`config.mk`:
```
export PLATFORM = sky130hd
export DESIGN_NAME = xnor_match_pipe
export DESIGN_NICKNAME = d
export VERILOG_FILES = /design/src/rtl/xnor_pkg.sv /design/src/rtl/xnor_match_pipe_popcount_tree.sv /design/src/rtl/xnor_match_pipe.sv
export SDC_FILE = /design/constraint.sdc
export NUM_CORES = 1
export LEC_CHECK = 0
export BUFFER_PORTS_ARGS = -buffer_cell sky130_fd_sc_hd__buf_4
export CELL_PAD_IN_SITES_DETAIL_PLACEMENT = 0
export CELL_PAD_IN_SITES_GLOBAL_PLACEMENT = 1
export CORE_MARGIN = 1
export CORE_UTILIZATION = 42
export DETAILED_ROUTE_END_ITERATION = 8
export GPL_TIMING_DRIVEN = 0
export HOLD_SLACK_MARGIN = 0.12
export PLACE_DENSITY_LB_ADDON = 0.1
export SLEW_MARGIN = 20
export SYNTH_ARGS = -nofsm -noshare
export SYNTH_HDL_FRONTEND = slang
export SYNTH_SLANG_ARGS = --single-unit
```
`constraint.sdc`:
```
create_clock -name clk -period 5.4 [get_ports clk]
set_input_delay 0.27 -clock clk [delete_from_list [all_inputs] [get_ports clk]]
set_output_delay 0.27 -clock clk [all_outputs]
set_load 0.005 [all_outputs]
```
`src/rtl/xnor_pkg.sv`:
```
// rtl/xnor_pkg.sv - shared helpers for the xnor match pipeline and its reference models
package xnor_pkg;

  // Widest operand the reference popcount accepts; callers zero-extend narrower vectors.
  localparam int MAX_W = 64;

  // Width needed to hold a count of 0..width.
  function automatic int cw_of(input int width);
    return $clog2(width + 1);
  endfunction

  // Behavioural popcount for reference modelling.
  function automatic int popcount(input logic [MAX_W-1:0] v);
    int n;
    n = 0;
    for (int i = 0; i < MAX_W; i++) begin
      n += int'(v[i]);
    end
    return n;
  endfunction

endpackage

```
`src/rtl/xnor_match_pipe_popcount_tree.sv`:
```
// rtl/xnor_match_pipe_popcount_tree.sv - combinational popcount as a recursive adder tree
module popcount_tree #(
  parameter int WIDTH = 8,
  parameter int CW    = $clog2(WIDTH + 1)
) (
  input  logic [WIDTH-1:0] bits,
  output logic [CW-1:0]    cnt
);

  generate
    if (WIDTH == 1) begin : g_leaf
      // A single bit is its own count.
      assign cnt = CW'(bits);
    end else begin : g_node
      localparam int LW  = WIDTH / 2;
      localparam int HW  = WIDTH - LW;
      localparam int LCW = $clog2(LW + 1);
      localparam int HCW = $clog2(HW + 1);

      logic [LCW-1:0] lo_cnt;
      logic [HCW-1:0] hi_cnt;

      popcount_tree #(.WIDTH(LW), .CW(LCW)) u_lo (
        .bits (bits[LW-1:0]),
        .cnt  (lo_cnt)
      );

      popcount_tree #(.WIDTH(HW), .CW(HCW)) u_hi (
        .bits (bits[WIDTH-1:LW]),
        .cnt  (hi_cnt)
      );

      // Each half count fits in CW, and so does their sum (at most WIDTH).
      assign cnt = CW'(lo_cnt) + CW'(hi_cnt);
    end
  endgenerate

endmodule

```
`src/rtl/xnor_match_pipe.sv`:
```
// rtl/xnor_match_pipe.sv - two-stage registered XNOR similarity / equality checker
module xnor_match_pipe
  import xnor_pkg::*;
#(
  parameter int WIDTH = 8,
  parameter int RUN_W = 8,
  parameter int CW    = cw_of(WIDTH)
) (
  input  logic             clk,
  input  logic             rst,
  input  logic             in_valid,
  input  logic [WIDTH-1:0] a,
  input  logic [WIDTH-1:0] b,
  input  logic [CW-1:0]    thresh,
  output logic             out_valid,
  output logic [WIDTH-1:0] y,
  output logic             eq,
  output logic [CW-1:0]    match_cnt,
  output logic             above_thr,
  output logic [RUN_W-1:0] run_len
);

  localparam logic [RUN_W-1:0] RUN_MAX = {RUN_W{1'b1}};

  logic             v1;
  logic [WIDTH-1:0] y1;
  logic [CW-1:0]    thresh1;
  logic [CW-1:0]    cnt1;
  logic             eq1;

  popcount_tree #(.WIDTH(WIDTH), .CW(CW)) u_popcount (
    .bits (y1),
    .cnt  (cnt1)
  );

  assign eq1 = &y1;

  // Stage 1: capture the per-bit match vector and its threshold; valid tracks in_valid every cycle.
  always_ff @(posedge clk) begin
    if (rst) begin
      v1      <= 1'b0;
      y1      <= '0;
      thresh1 <= '0;
    end else begin
      v1 <= in_valid;
      if (in_valid) begin
        y1      <= a ~^ b;
        thresh1 <= thresh;
      end
    end
  end

  // Stage 2: count, compare and register results; outputs hold across bubbles.
  always_ff @(posedge clk) begin
    if (rst) begin
      out_valid <= 1'b0;
      y         <= '0;
      eq        <= 1'b0;
      match_cnt <= '0;
      above_thr <= 1'b0;
    end else begin
      out_valid <= v1;
      if (v1) begin
        y         <= y1;
        eq        <= eq1;
        match_cnt <= cnt1;
        above_thr <= (cnt1 >= thresh1);
      end
    end
  end

  // Saturating run of consecutive equal samples; bubbles neither extend nor break it.
  always_ff @(posedge clk) begin
    if (rst) begin
      run_len <= '0;
    end else if (v1) begin
      if (!eq1) begin
        run_len <= '0;
      end else if (run_len != RUN_MAX) begin
        run_len <= run_len + 1'b1;
      end
    end
  end

endmodule

```
==> impl_metrics.env <==
export IMPL_status="completed"
export IMPL_layout_min_cycle_time_ns=3.46
export IMPL_initial_core_util=0.444
export IMPL_finalSetupTns_ns=0
export IMPL_critPathLaunchType="flop"
export IMPL_finalNonFillerCells=295
export IMPL_cts_resized=0
export IMPL_cts_num_sinks=36
export IMPL_ir_drop_uv=132
export IMPL_synth_edf_count=0
export IMPL_dieArea_um2=4560
export IMPL_clock_latency_ns=0.29
export IMPL_die_h_um=67.5
export IMPL_power_switching_w=0.000158
export IMPL_synth_nets=230
export IMPL_clock_tree_root_cell="clkbuf_8"
export IMPL_ant_nets=0
export IMPL_dpl_hpwl_um=2730
export IMPL_wl_um=3750
export IMPL_synth_top_family_by_area="simple AND/OR/NAND/NOR gates"
export IMPL_die_width_um=67.5
export IMPL_path_cells="inv_1 > fa_1 > fa_1 > fa_1 > inv_1 > ha_1 > inv_1 > fa_1 > inv_1 > ha_1 > a21o_1 > a21oi_1 > o31ai_1"
export IMPL_critical_path_max_fanout=4
export IMPL_ys_flop_type="dfxtp_1"
export IMPL_yosys_warnings=0
export IMPL_num_vias=1468
export IMPL_grt_max_degree=11
export IMPL_cts_setup_buffers=0
export IMPL_power_frac_seq=0.471
export IMPL_clockBufferDepth=2
export IMPL_crit_arrival_ns=3.63
export IMPL_hold_path_class="input port to flop"
export IMPL_overflow=0
export IMPL_swShare=0.260
export IMPL_p_leak_nw=1.00
export IMPL_cp_top_family="adder cells"
export IMPL_fillCellCount=393
export IMPL_grt_usage=0.185
export IMPL_synthMuxAreaShare=0.133
export IMPL_ys_seq_area_frac=0.400
export IMPL_synthDominantCellAreaShare=0.400
export IMPL_first_pass_iters=6
export IMPL_powerDensity_nw_per_um2=265
export IMPL_drt_iter0_markers=68
export IMPL_core_area_um2=4060
export IMPL_yosysTopAreaCell="dfxtp_1"
export IMPL_crit_type="flop to flop"
export IMPL_cts_tree="built"
export IMPL_placed_cell_area_um2=2190
export IMPL_avgSynthCellArea_um2=9.29
export IMPL_post_route_cell_area_um2=2290
export IMPL_core_rowCount=23
export IMPL_synth_distinct_cells=37
export IMPL_period_share=0.641
export IMPL_gp_congestion=0.767
export IMPL_slew_viol_final=0
export IMPL_cp_end_kind="flop"
export IMPL_crit_buf_inv=4
export IMPL_port_buffers=44
export IMPL_slew_headroom=0.599
export IMPL_ctsHoldBuffers=0
export IMPL_diodes=0
export IMPL_routed_via_density=4.98
export IMPL_ys_async_sr_fraction=0
export IMPL_cts_made_buffers=5
export IMPL_synthAdderAreaFrac=0.107
export IMPL_place_inst=288
export IMPL_synth_area_um2=1800
export IMPL_critPathMaxStageDelay_ns=0.55
export IMPL_grt_pass1_vias=1320
export IMPL_synth_area_leaders="dfxtp_1, mux2i_1, ha_1"
export IMPL_netlist_instances=194
export IMPL_fin_worst_skew_ns=0.00948
export IMPL_area_growth_pct=27.2
export IMPL_synth_xor_area_frac=0.0438
export IMPL_synth_compound_area_share=0.0924
export IMPL_nets=281
export IMPL_pin_count=46
export IMPL_drive_above_1_share=0.229
export IMPL_setup_violations=0
export IMPL_drcViolationCount=0
export IMPL_clock_power_share=0.344
export IMPL_antenna_found_initial=0
export IMPL_required_ns=5.56
export IMPL_cp_slowest_cell="fa_1"
export IMPL_ys_ff_latch=36
export IMPL_yosys_area_share_simple=0.162
export IMPL_power_w=0.000608
export IMPL_routedWlPerCell_um=12.7
export IMPL_grt_pass1_wl_um=6080
export IMPL_comb_power_share=0.186
export IMPL_max_freq_mhz=289
export IMPL_internal_power_w=0.000450
export IMPL_rsz0062_at_grt="false"
export IMPL_drv_cap=0
export IMPL_max_slew_worst_pin_slew_ns=0.602
export IMPL_cts_htree_levels=2
export IMPL_hold_viol_final=0
export IMPL_path_clk_slew_ns=0.08
==> tightest hold or removal path, stage by stage <==
cell and delay [ns]:
buf_4 0.07, mux2i_1 0.05, nor2_1 0.07
==> synthesized netlist by cell type (all sizes together), types with 4 or more instances <==
cell	n
nand3	5
inv	19
a21oi	5
ha	9
xnor2	9
dfxtp	36
nor2	30
fa	4
clkbuf	7
mux2i	24
nand2	6
nand2b	4
==> cells in the final DEF (no fill, tap or decap), types with 2 or more instances in the layout <==
cell      instances
o31ai_1           2
buf_2             2
a21oi_1           5
a21o_1            2
nor2_1           30
nand2b_1          4
clkbuf_1          7
nand3_1           5
fa_1              4
clkbuf_8          7
buf_4            44
inv_1            19
ha_1              9
nor2b_1           3
dfxtp_1          36
nand4b_1          2
a31oi_1           3
nand2_1           6
xnor2_1           9
mux2i_1          24
nor3_1            2
a211oi_1          3
==> worst paths after layout <==
kind,from,slack [ns],cells after the start,endpoint
worst min-delay path,thresh[1],0.21,3,thresh1[1]$_SDFFE_PP0P_
worst max-delay path,y1[1]$_SDFFE_PP0P_,1.94,13,above_thr$_SDFFE_PP0P_
worst min register to register,match_cnt[1]$_SDFFE_PP0P_,0.49,2,match_cnt[1]$_SDFFE_PP0P_
worst max register to register,y1[1]$_SDFFE_PP0P_,1.94,13,above_thr$_SDFFE_PP0P_
==> logic make-up after synthesis <==
group           count (synthesis)
simple gates                   59
flops                          36
buf+inv                        29
compound gates                 24
mux                            24
fa+ha+maj                      13
xor+xnor                        9
==> per-stage QoR <==
step           hold WS, ns  setup WS, ns   util
6_report             0.213          1.94  0.565
5_1_grt              0.223          1.74  0.565
4_1_cts              0.213          1.90  0.565
3_5_place_dp         0.482          1.90  0.541
3_3_place_gp         0.471          1.91  0.541
2_1_floorplan        0.417          2.10      -
==> registers in the layout (all words and copies together), names as in the netlist <==
signal,cells
above_thr,1
run_len,8
eq,1
v1,1
out_valid,1
y,8
match_cnt,4
thresh1,4
y1,8
==> layer usage <==
layer	up-vias	GRT usage	routed length [µm]
met1	663	0.216	1730
met2	43	0.317	1780
li1	756	-	-
met3	6	0.0507	177
met5	-	0	0
met4	0	0.0718	57
==> final cells by class <==
cell class | instances | area, µm² | share of cell area
Multi-Input combinational cell | 129 | 970 | 0.423
Timing Repair Buffer | 44 | 330 | 0.144
Clock buffer | 7 | 96.3 | 0.0421
Tap cell | 50 | 62.6 | 0.0273
Buffer | 10 | 40.0 | 0.0175
Inverter | 19 | 71.3 | 0.0311
Sequential cell | 36 | 721 | 0.315
==> power by group through the flow <==
stage                     clock [W]  sequential (W)  combinational (W)
after floorplan                   0        0.000291          0.0000742
after global placement            0        0.000292           0.000112
after detailed placement          0        0.000292           0.000114
after CTS                  0.000212        0.000286           0.000115
after global routing       0.000223        0.000287           0.000130
final                      0.000209        0.000286           0.000113
Note: power is estimated with default switching activity, not from simulation.
